$ cat config.mk
export PLATFORM = sky130hd
export DESIGN_NAME = hazard_ctl_unit
export DESIGN_NICKNAME = d
export VERILOG_FILES = /design/src/rtl/hazard_ctl_unit.sv
export SDC_FILE = /design/constraint.sdc
export NUM_CORES = 1
export LEC_CHECK = 0
export ABC_AREA = 1
export BUFFER_PORTS_ARGS = -buffer_cell sky130_fd_sc_hd__buf_2
export CORE_MARGIN = 2
export CORE_UTILIZATION = 48
export CTS_BUF_LIST = sky130_fd_sc_hd__clkbuf_2
export DETAILED_ROUTE_END_ITERATION = 12
export GPL_TIMING_DRIVEN = 0
export PLACE_DENSITY = 0.8
export SETUP_SLACK_MARGIN = 0.4
export SYNTH_ARGS = -nofsm -noshare
export SYNTH_HDL_FRONTEND = slang
export SYNTH_SLANG_ARGS = --single-unit
$ cat constraint.sdc
create_clock -name clk -period 1.9 [get_ports clk]
set_input_delay 0.19 -clock clk [delete_from_list [all_inputs] [get_ports clk]]
set_output_delay 0.19 -clock clk [all_outputs]
set_load 0.05 [all_outputs]
$ cat src/rtl/hazard_ctl_unit.sv
// Load-use / taken-branch hazard controller for the MIPS32 ID stage.
// Optional saturating statistics counters are enabled by defining HAZARD_STATS_EN.
module hazard_ctl_unit #(
    parameter int REG_AW     = 5,
    parameter int LOAD_STALL = 1,
    parameter int BR_FLUSH   = 1,
    parameter int CNT_W      = 16
) (
    input  logic              clk,
    input  logic              rst_n,
    input  logic [REG_AW-1:0] src1_id,
    input  logic [REG_AW-1:0] src2_id,
    input  logic              src1_used,
    input  logic              src2_used,
    input  logic [REG_AW-1:0] dest_exe,
    input  logic              mem_read_idex,
    input  logic              branch,
    input  logic              branch_yes,
    output logic              ld_hazard_a,
    output logic              ld_hazard_b,
    output logic              hold,
    output logic              flush,
    output logic              hazard,
    output logic              busy
`ifdef HAZARD_STATS_EN
    ,
    output logic [CNT_W-1:0]  stall_cnt,
    output logic [CNT_W-1:0]  flush_cnt
`endif
);

    typedef enum logic [1:0] {
        ST_IDLE     = 2'd0,
        ST_LD_STALL = 2'd1,
        ST_BR_FLUSH = 2'd2
    } state_t;

    localparam logic [3:0] LS_REM = 4'(LOAD_STALL - 1);
    localparam logic [3:0] BF_REM = 4'(BR_FLUSH - 1);

    state_t      state_r;
    state_t      state_s;
    logic [3:0]  rem_r;
    logic [3:0]  rem_s;
    logic        match_a_s;
    logic        match_b_s;
    logic        take_s;
    logic        hold_s;
    logic        flush_s;
    logic        hz_a_s;
    logic        hz_b_s;

    assign match_a_s = mem_read_idex & src1_used & (src1_id == dest_exe) & (dest_exe != '0);
    assign match_b_s = mem_read_idex & src2_used & (src2_id == dest_exe) & (dest_exe != '0);
    assign take_s    = branch & branch_yes;

    // State and remaining-cycle register
    always_ff @(posedge clk or negedge rst_n) begin
        if (!rst_n) begin
            state_r <= ST_IDLE;
            rem_r   <= 4'd0;
        end else begin
            state_r <= state_s;
            rem_r   <= rem_s;
        end
    end

    // Next-state and hazard decisions; a taken branch always outranks a stall
    always_comb begin
        state_s = state_r;
        rem_s   = rem_r;
        hold_s  = 1'b0;
        flush_s = 1'b0;
        hz_a_s  = 1'b0;
        hz_b_s  = 1'b0;
        case (state_r)
            ST_IDLE: begin
                if (take_s) begin
                    flush_s = 1'b1;
                    if (BR_FLUSH > 1) begin
                        state_s = ST_BR_FLUSH;
                        rem_s   = BF_REM;
                    end else begin
                        state_s = ST_IDLE;
                    end
                end else if (match_a_s || match_b_s) begin
                    hold_s = 1'b1;
                    hz_a_s = match_a_s;
                    hz_b_s = match_b_s;
                    if (LOAD_STALL > 1) begin
                        state_s = ST_LD_STALL;
                        rem_s   = LS_REM;
                    end else begin
                        state_s = ST_IDLE;
                    end
                end else begin
                    state_s = ST_IDLE;
                end
            end
            ST_LD_STALL: begin
                if (take_s) begin
                    flush_s = 1'b1;
                    if (BR_FLUSH > 1) begin
                        state_s = ST_BR_FLUSH;
                        rem_s   = BF_REM;
                    end else begin
                        state_s = ST_IDLE;
                        rem_s   = 4'd0;
                    end
                end else begin
                    // EXE holds a bubble now, so the match flags stay low
                    hold_s = 1'b1;
                    if (rem_r <= 4'd1) begin
                        state_s = ST_IDLE;
                        rem_s   = 4'd0;
                    end else begin
                        rem_s = rem_r - 4'd1;
                    end
                end
            end
            ST_BR_FLUSH: begin
                flush_s = 1'b1;
                if (rem_r <= 4'd1) begin
                    state_s = ST_IDLE;
                    rem_s   = 4'd0;
                end else begin
                    rem_s = rem_r - 4'd1;
                end
            end
            default: begin
                state_s = ST_IDLE;
                rem_s   = 4'd0;
            end
        endcase
    end

    // Combinational outputs are forced low while reset is asserted
    assign hold        = hold_s & rst_n;
    assign flush       = flush_s & rst_n;
    assign ld_hazard_a = hz_a_s & rst_n;
    assign ld_hazard_b = hz_b_s & rst_n;
    assign hazard      = (hold_s | flush_s) & rst_n;
    assign busy        = (state_r != ST_IDLE) & rst_n;

`ifdef HAZARD_STATS_EN
    // Saturating hold/flush cycle counters
    always_ff @(posedge clk or negedge rst_n) begin
        if (!rst_n) begin
            stall_cnt <= '0;
            flush_cnt <= '0;
        end else begin
            if (hold_s && (stall_cnt != {CNT_W{1'b1}})) begin
                stall_cnt <= stall_cnt + CNT_W'(1);
            end else begin
                stall_cnt <= stall_cnt;
            end
            if (flush_s && (flush_cnt != {CNT_W{1'b1}})) begin
                flush_cnt <= flush_cnt + CNT_W'(1);
            end else begin
                flush_cnt <= flush_cnt;
            end
        end
    end
`endif

endmodule

==> run_results.csv, run 1 <==
group,metric,value,unit
status,status,"complete, no violations",
cts,clkSinkCount,6,
pwr,peakVddDrop,0.0004811,V
pwr,p_clk_share,28.2,%
cells_and_area,drive_gt1_share,40.26,%
synthesis,ys_types,17,
synthesis,yosysWarnings,0,
floorplanning,fp.dieH,40.82,um
placed_design,dpl_worst_slack,0.2371,ns
sta,finalHoldViolCount,0,
drt,drt-wirelength-per-cell,10.69,um
synthesis,yosysSeqAreaShare,23.08,%
pwr,intPower,0.2096,mW
cts,clk_pin_slew,0.07,ns
pwr,seq_power_share,41.5,%
sta,rsz0062_at_grt,"true",
floorplanning,dieArea,0.001666,mm2
grt,grt_antenna_before_repair,0,
placed_design,gp_congestion,0.6653,
synthesis,synth.most_common_cell,"nand2_1",
cts,htree_num_levels,1,
synthesis,syn_nets,142,
synthesis,yosysTopAreaCell,"nand2_1",
sta,fmax,0.6292,GHz
grt,grt_pass1_vias,737,
synthesis,synth_edf_count,0,
worst_setup_path,setup.worst_path.end_class,"output port",
sta,drv_slew,0,
floorplanning,core_area,0.001285,mm2
synthesis,ys_seq_elements,6,
floorplanning,die_w,40.82,um
placed_design,dp_hpwl,1156,um
synthesis,synth_ff_type,"dfrtp_1",
cells_and_area,postLayoutCoreUtil,77.41,%
worst_setup_path,crit_arrival,1.40,ns
worst_setup_path,crit_type,"reg2out",
cts,cts_buffer_depth,2,
hold_path,hold_class,"in2async",
floorplanning,pin_count,28,
synthesis,syn_area_per_cell,5.658,um2
cells_and_area,syn2layout_area_growth,52.88,%
pwr,leakagePower,0.6013,nW
synthesis,async_flop_share,100.0,%
drt,first_iter_violations,8,
synthesis,synth.area.top_cells,"nand2_1, dfrtp_1, inv_1",
sta,tightest_slew,0.3235,ns
pwr,p_sw,0.09790,mW
drt,first_pass_iters,4,
cts,clkLatencyLatePin,0.21,ns
sta,period_share,83.65,%
grt,grt_pass1_wl,2635,um
drt,routed_wl,1806,um
drt,routed_via_density,4.710,
synthesis,synth_top_cells_by_count,"nand2_1, inv_1, nor2_1",
run,cap_violations,0,
sta,setup_slack,0.3107,ns
cts,cts-root-buf,"clkbuf_2",
placed_design,numPortBuffers,27,
grt,grt_max_degree,7,
worst_setup_path,cp_max_fo,2,
drt,post-route-drc-count,0,
pwr,power_density,309.2,mW/mm2
worst_setup_path,startpoint_type,"register",
pwr,comb_power_share,30.2,%
pwr,switching_share,31.83,%
sta,skew,0.01597,ns
sta,min_period,1.589,ns
floorplanning,initial_core_util,50.63,%
drt,vias,796,
sta,holdWs,0.4409,ns
cts,cts_tree,"built",
grt,grt_use_total,24.38,%
drt,ant_nets,0,
sta,setup_viol,0,
synthesis,yosysTopAreaCellShare,24.81,%
synthesis,syn-cell-area,650.6,um2
worst_setup_path,required,1.71,ns
cells_and_area,layout.nets,183,
floorplanning,num_rows,13,
grt,grt-ovfl-total,0,
pwr,finalPower,0.3075,mW
cts,cts_made_buffers,3,
synthesis,synth_cells,115,
cells_and_area,antenna_cells,0,
sta,slew_headroom,78.20,%
sta,fin_setup_tns,0,ns
-- final cells by class --
| class | count | area, um2 |
|---|---|---|
| Fill cell | 99 | 290.3 |
| Clock buffer | 3 | 15.01 |
| Timing Repair Buffer | 36 | 246.5 |
| Multi-Input combinational cell | 80 | 446.7 |
| Sequential cell | 6 | 150.1 |
| Inverter | 29 | 117.6 |
| Tap cell | 15 | 18.77 |
-- sequential cells by signal, summed over array words and instances, names as in the netlist --
name,count
rem_r,4
state_r,2
-- cells in the final DEF (no fill, tap or decap), drive strengths merged --
cell type     n
a21oi         5
buf          35
clkbuf        3
clkinvlp      1
dfrtp         6
dlygate4sd3   1
ha            5
inv          28
nand2        45
nand3         4
nor2         12
nor3          3
o21ai         3
o22ai         2
xor2          1
-- worst paths after layout --
path / startpoint / end / slack, ns / cells past startpoint
hold reg to reg: rem_r[0]$_DFFE_PN0N_ / rem_r[0]$_DFFE_PN0N_ / 0.52 / 1
min in group clk: branch_yes / state_r[0]$_DFF_PN0_ / 0.48 / 6
setup reg to reg: state_r[0]$_DFF_PN0_ / rem_r[1]$_DFFE_PN0N_ / 0.50 / 9
hold / removal: rst_n / state_r[1]$_DFF_PN0_ / 0.44 / 2
setup / recovery: state_r[0]$_DFF_PN0_ / hazard / 0.31 / 9
max in group asynchronous: rst_n / rem_r[2]$_DFFE_PN0N_ / 1.20 / 2
-- power by group through the flow --
| stage | clock network [mW] | logic, mW | registers (mW) |
|---|---|---|---|
| global placement | 0 | 0.0816 | 0.130 |
| global route | 0.0990 | 0.106 | 0.128 |
| floorplan | 0 | 0.0472 | 0.130 |
| detailed placement | 0 | 0.0842 | 0.130 |
| finish | 0.0868 | 0.0929 | 0.128 |
| CTS | 0.0904 | 0.0911 | 0.128 |
-- critical path: stages (launching register included) --
cell,delay (ns)
dfrtp_1,0.41
inv_2,0.09
ha_4,0.16
inv_6,0.03
nor2_4,0.07
nand2_1,0.05
nand2_1,0.07
nand2_2,0.07
nand2_2,0.07
buf_8,0.14
-- stage by stage --
| step | cells | area [um2] |
|---|---|---|
| detailed placement | 157 | 815.8 |
| floorplan | 115 | 661.9 |
| global placement | 157 | 815.8 |
| CTS | 168 | 965.9 |
| global route | 169 | 994.7 |
| finish | 169 | 994.7 |
-- cells by family after synthesis --
logic type	count (synthesis)	share of synthesized area, %
compound gates	10	8.653
xor+xnor	1	1.346
fa+ha+maj	5	9.615
buf+inv	29	16.73
flops	6	23.08
simple gates	64	40.58
-- routing by layer --
metal / track usage (%) / wire [um] / part of all wire, % / up-vias
met5: 0 / 0 / 0 / -
met4: 11.67 / 10 / 0.55 / 0
met3: 4.348 / 65 / 3.6 / 2
met2: 51.56 / 1089 / 60 / 20
met1: 20.53 / 640 / 35 / 354
li1: - / - / - / 420
-- timing repair --
action                                 in CTS  in global routing
hold buffers                                1                  0
gates cloned                                0                  0
setup endpoints to repair                   4                  7
resized for setup                          21                  8
endpoints found under the hold margin       6                  0
setup buffers                               7                  1
pin swaps                                   6                  1
Power figures use the tool's default switching activity.
==> inputs of run 2 (changes only) <==
--- a/config.mk
+++ b/config.mk
@@ -5,14 +5,14 @@
 export SDC_FILE = /design/constraint.sdc
 export NUM_CORES = 1
 export LEC_CHECK = 0
-export ABC_AREA = 1
+export ABC_AREA = 0
 export BUFFER_PORTS_ARGS = -buffer_cell sky130_fd_sc_hd__buf_2
-export CORE_MARGIN = 2
-export CORE_UTILIZATION = 48
+export CORE_AREA = 2 2 39 41
 export CTS_BUF_LIST = sky130_fd_sc_hd__clkbuf_2
 export DETAILED_ROUTE_END_ITERATION = 12
+export DIE_AREA = 0 0 41 43
 export GPL_TIMING_DRIVEN = 0
-export PLACE_DENSITY = 0.8
+export PLACE_DENSITY = 0.72
 export SETUP_SLACK_MARGIN = 0.4
 export SYNTH_ARGS = -nofsm -noshare
 export SYNTH_HDL_FRONTEND = slang
==> constraint.sdc (replaced) <==
create_clock -name clk -period 1.63 [get_ports clk]
set_input_delay 0.163 -clock clk [delete_from_list [all_inputs] [get_ports clk]]
set_output_delay 0.163 -clock clk [all_outputs]
set_load 0.05 [all_outputs]
==> run_results.csv, run 2 <==
group,metric,value,unit
synthesis,syn_nets,90,
placed_design,gp_congestion,0.8280,
grt,grt_antenna_before_repair,0,
sta,skew,0.001850,ns
cells_and_area,final_area,955.9,um2
placed_design,place_inst,106,
synthesis,yosysWarnings,0,
cts,htree_num_levels,1,
grt,grt-ovfl-total,0,
worst_setup_path,required,1.47,ns
cells_and_area,biggestRegsByFlops,"rem_r x4, state_r x2",
cts,clkSinkCount,6,
cts,cts_tree,"built",
cells_and_area,final_common_cell,"buf_2",
synthesis,synth_top_cells_by_count,"xor2_1, nor2_1, dfrtp_1, nand2_1, o21ai_0",
cells_and_area,drive_gt1_share,57.69,%
drt,ant_nets,0,
synthesis,async_flop_share,100.0,%
synthesis,yosysTopAreaCellShare,27.97,%
synthesis,yosysTopAreaCell,"dfrtp_1",
grt,grt_use_total,16.45,%
drt,first_pass_iters,4,
synthesis,ys_seq_elements,6,
cts,cts_made_buffers,3,
cells_and_area,layout.nets,133,
grt,grt_max_degree,8,
sta,finalHoldViolCount,0,
cells_and_area,final_cell_mix,"buf_2, buf_4, xor2_1",
cts,clk_pin_slew,0.06,ns
sta,rsz0062_at_grt,"true",
sta,setup_viol,4,
synthesis,synth.area.top_cells,"dfrtp_1, xor2_1, ha_1",
sta,drv_slew,0,
cts,cts-root-buf,"clkbuf_2",
floorplanning,pin_count,28,
status,status,"finished, violations left",
cells_and_area,largest_reg_flops,4,
worst_setup_path,crit_arrival,1.53,ns
cells_and_area,antenna_cells,0,
synthesis,synth_edf_count,0,
sta,min_period,1.696,ns
synthesis,synth.most_common_cell,"xor2_1",
sta,period_share,104.1,%
placed_design,numPortBuffers,27,
drt,drt-wirelength-per-cell,12.74,um
cts,clkLatencyLatePin,0.21,ns
worst_setup_path,crit_type,"reg2out",
sta,fmax,0.5896,GHz
worst_setup_path,startpoint_type,"register",
drt,routed_via_density,4.933,
floorplanning,core_area,0.001384,mm2
synthesis,ys_types,23,
pwr,power_density,367.3,mW/mm2
pwr,leakagePower,0.4580,nW
floorplanning,die_w,41,um
placed_design,dp_hpwl,1031,um
run,cap_violations,0,
worst_setup_path,cp_max_fo,3,
synthesis,synth_ff_type,"dfrtp_1",
drt,routed_wl,1529,um
sta,slew_headroom,78.07,%
cells_and_area,largest-register,"rem_r",
sta,tightest_slew,0.3259,ns
cts,cts_buffer_depth,2,
floorplanning,fp.dieH,43,um
synthesis,syn-cell-area,536.8,um2
cells_and_area,syn2layout_area_growth,78.09,%
drt,post-route-drc-count,0,
floorplanning,dieArea,0.001763,mm2
pwr,peakVddDrop,0.0002855,V
sta,holdWs,0.4366,ns
grt,grt_pass1_vias,529,
placed_design,place_area,757.0,um2
cells_and_area,fill_cells,110,
sta,setup_slack,-0.06617,ns
floorplanning,initial_core_util,38.79,%
status,violations,"setup timing",
grt,grt_pass1_wl,1980,um
floorplanning,num_rows,14,
hold_path,hold_class,"in2async",
placed_design,dpl_worst_slack,-0.1126,ns
cells_and_area,postLayoutCoreUtil,69.08,%
synthesis,syn_area_per_cell,8.520,um2
drt,first_iter_violations,13,
worst_setup_path,setup.worst_path.end_class,"output port",
cells_and_area,stdcell_count,120,
synthesis,synth_cells,63,
drt,vias,592,
synthesis,yosysSeqAreaShare,27.97,%
-- run 2: power by group --
part	internal, mW	switching (mW)
registers	0.149	0
logic	0.0498	0.0529
clock network	0.0500	0.0495
-- run 2: area by class of cell --
type                       instances  area [um2]  area share, %
inverter                           4       15.01          1.571
tap                               16       20.02          2.094
sequential                         6       150.1          15.71
clock buffer                       3       15.01          1.571
timing repair buffer              38       280.3          29.32
multi-input combinational         53       475.5          49.74
-- run 2: timing repair --
item / CTS / global route
endpoints found under the setup margin: 12 / 12
buffers inserted: 6 / 4
pin swaps: 3 / 4
gates resized for setup: 21 / 6
endpoints found under the hold margin: 6 / 0
hold buffers: 1 / 0
-- run 2: through the flow --
step                      power (mW)  setup TNS [ns]
final                         0.3511         -0.1892
after global routing          0.3684         -0.4710
after CTS                     0.3484         -0.1613
after detailed placement      0.2360         -0.2212
after global placement        0.2346         -0.1889
after floorplan               0.1936               0
-- run 2: routing by layer --
| layer | track usage [%] | vias up | share of wire (%) |
|---|---|---|---|
| li1 | - | 296 | - |
| met2 | 32.50 | 27 | 55 |
| met5 | 0 | - | 0 |
| met4 | 6.000 | 0 | 0 |
| met1 | 15.00 | 269 | 37 |
| met3 | 2.094 | 0 | 8.5 |
-- run 2: logic make-up (layout without fill, tap and decap cells) --
kind of cell / Yosys count / in the layout / share of synthesized area, %
buffers and inverters: 4 / 45 / 2.796
flip-flops: 6 / 6 / 27.97
AO/OA/AOI/OAI: 11 / 11 / 15.15
AND/OR/NAND/NOR: 26 / 26 / 24.24
multiplexers: 1 / 1 / 1.865
XOR/XNOR: 10 / 10 / 16.32
adder cells (fa/ha/maj): 5 / 5 / 11.66
-- run 2: worst max-delay path, cell delays in order, from the launching register on --
cell     delay, ns
dfrtp_1       0.40
inv_2         0.09
ha_4          0.14
and4_4        0.22
o21ai_4       0.07
a21o_4        0.20
nand2_4       0.06
buf_8         0.14
-- run 2: path summary, 6_finish.rpt --
check | start | endpoint | slack, ns | cells after the start
setup / recovery | state_r[0]$_DFF_PN0_ | hazard | -0.07 | 7
setup reg to reg | state_r[1]$_DFF_PN0_ | rem_r[2]$_DFFE_PN0N_ | 0.08 | 7
hold / removal | rst_n | rem_r[3]$_DFFE_PN0N_ | 0.44 | 2
hold reg to reg | rem_r[3]$_DFFE_PN0N_ | rem_r[3]$_DFFE_PN0N_ | 0.54 | 2
max in group asynchronous | rst_n | rem_r[1]$_DFFE_PN0N_ | 0.96 | 2
min in group clk | rem_r[3]$_DFFE_PN0N_ | rem_r[3]$_DFFE_PN0N_ | 0.54 | 2
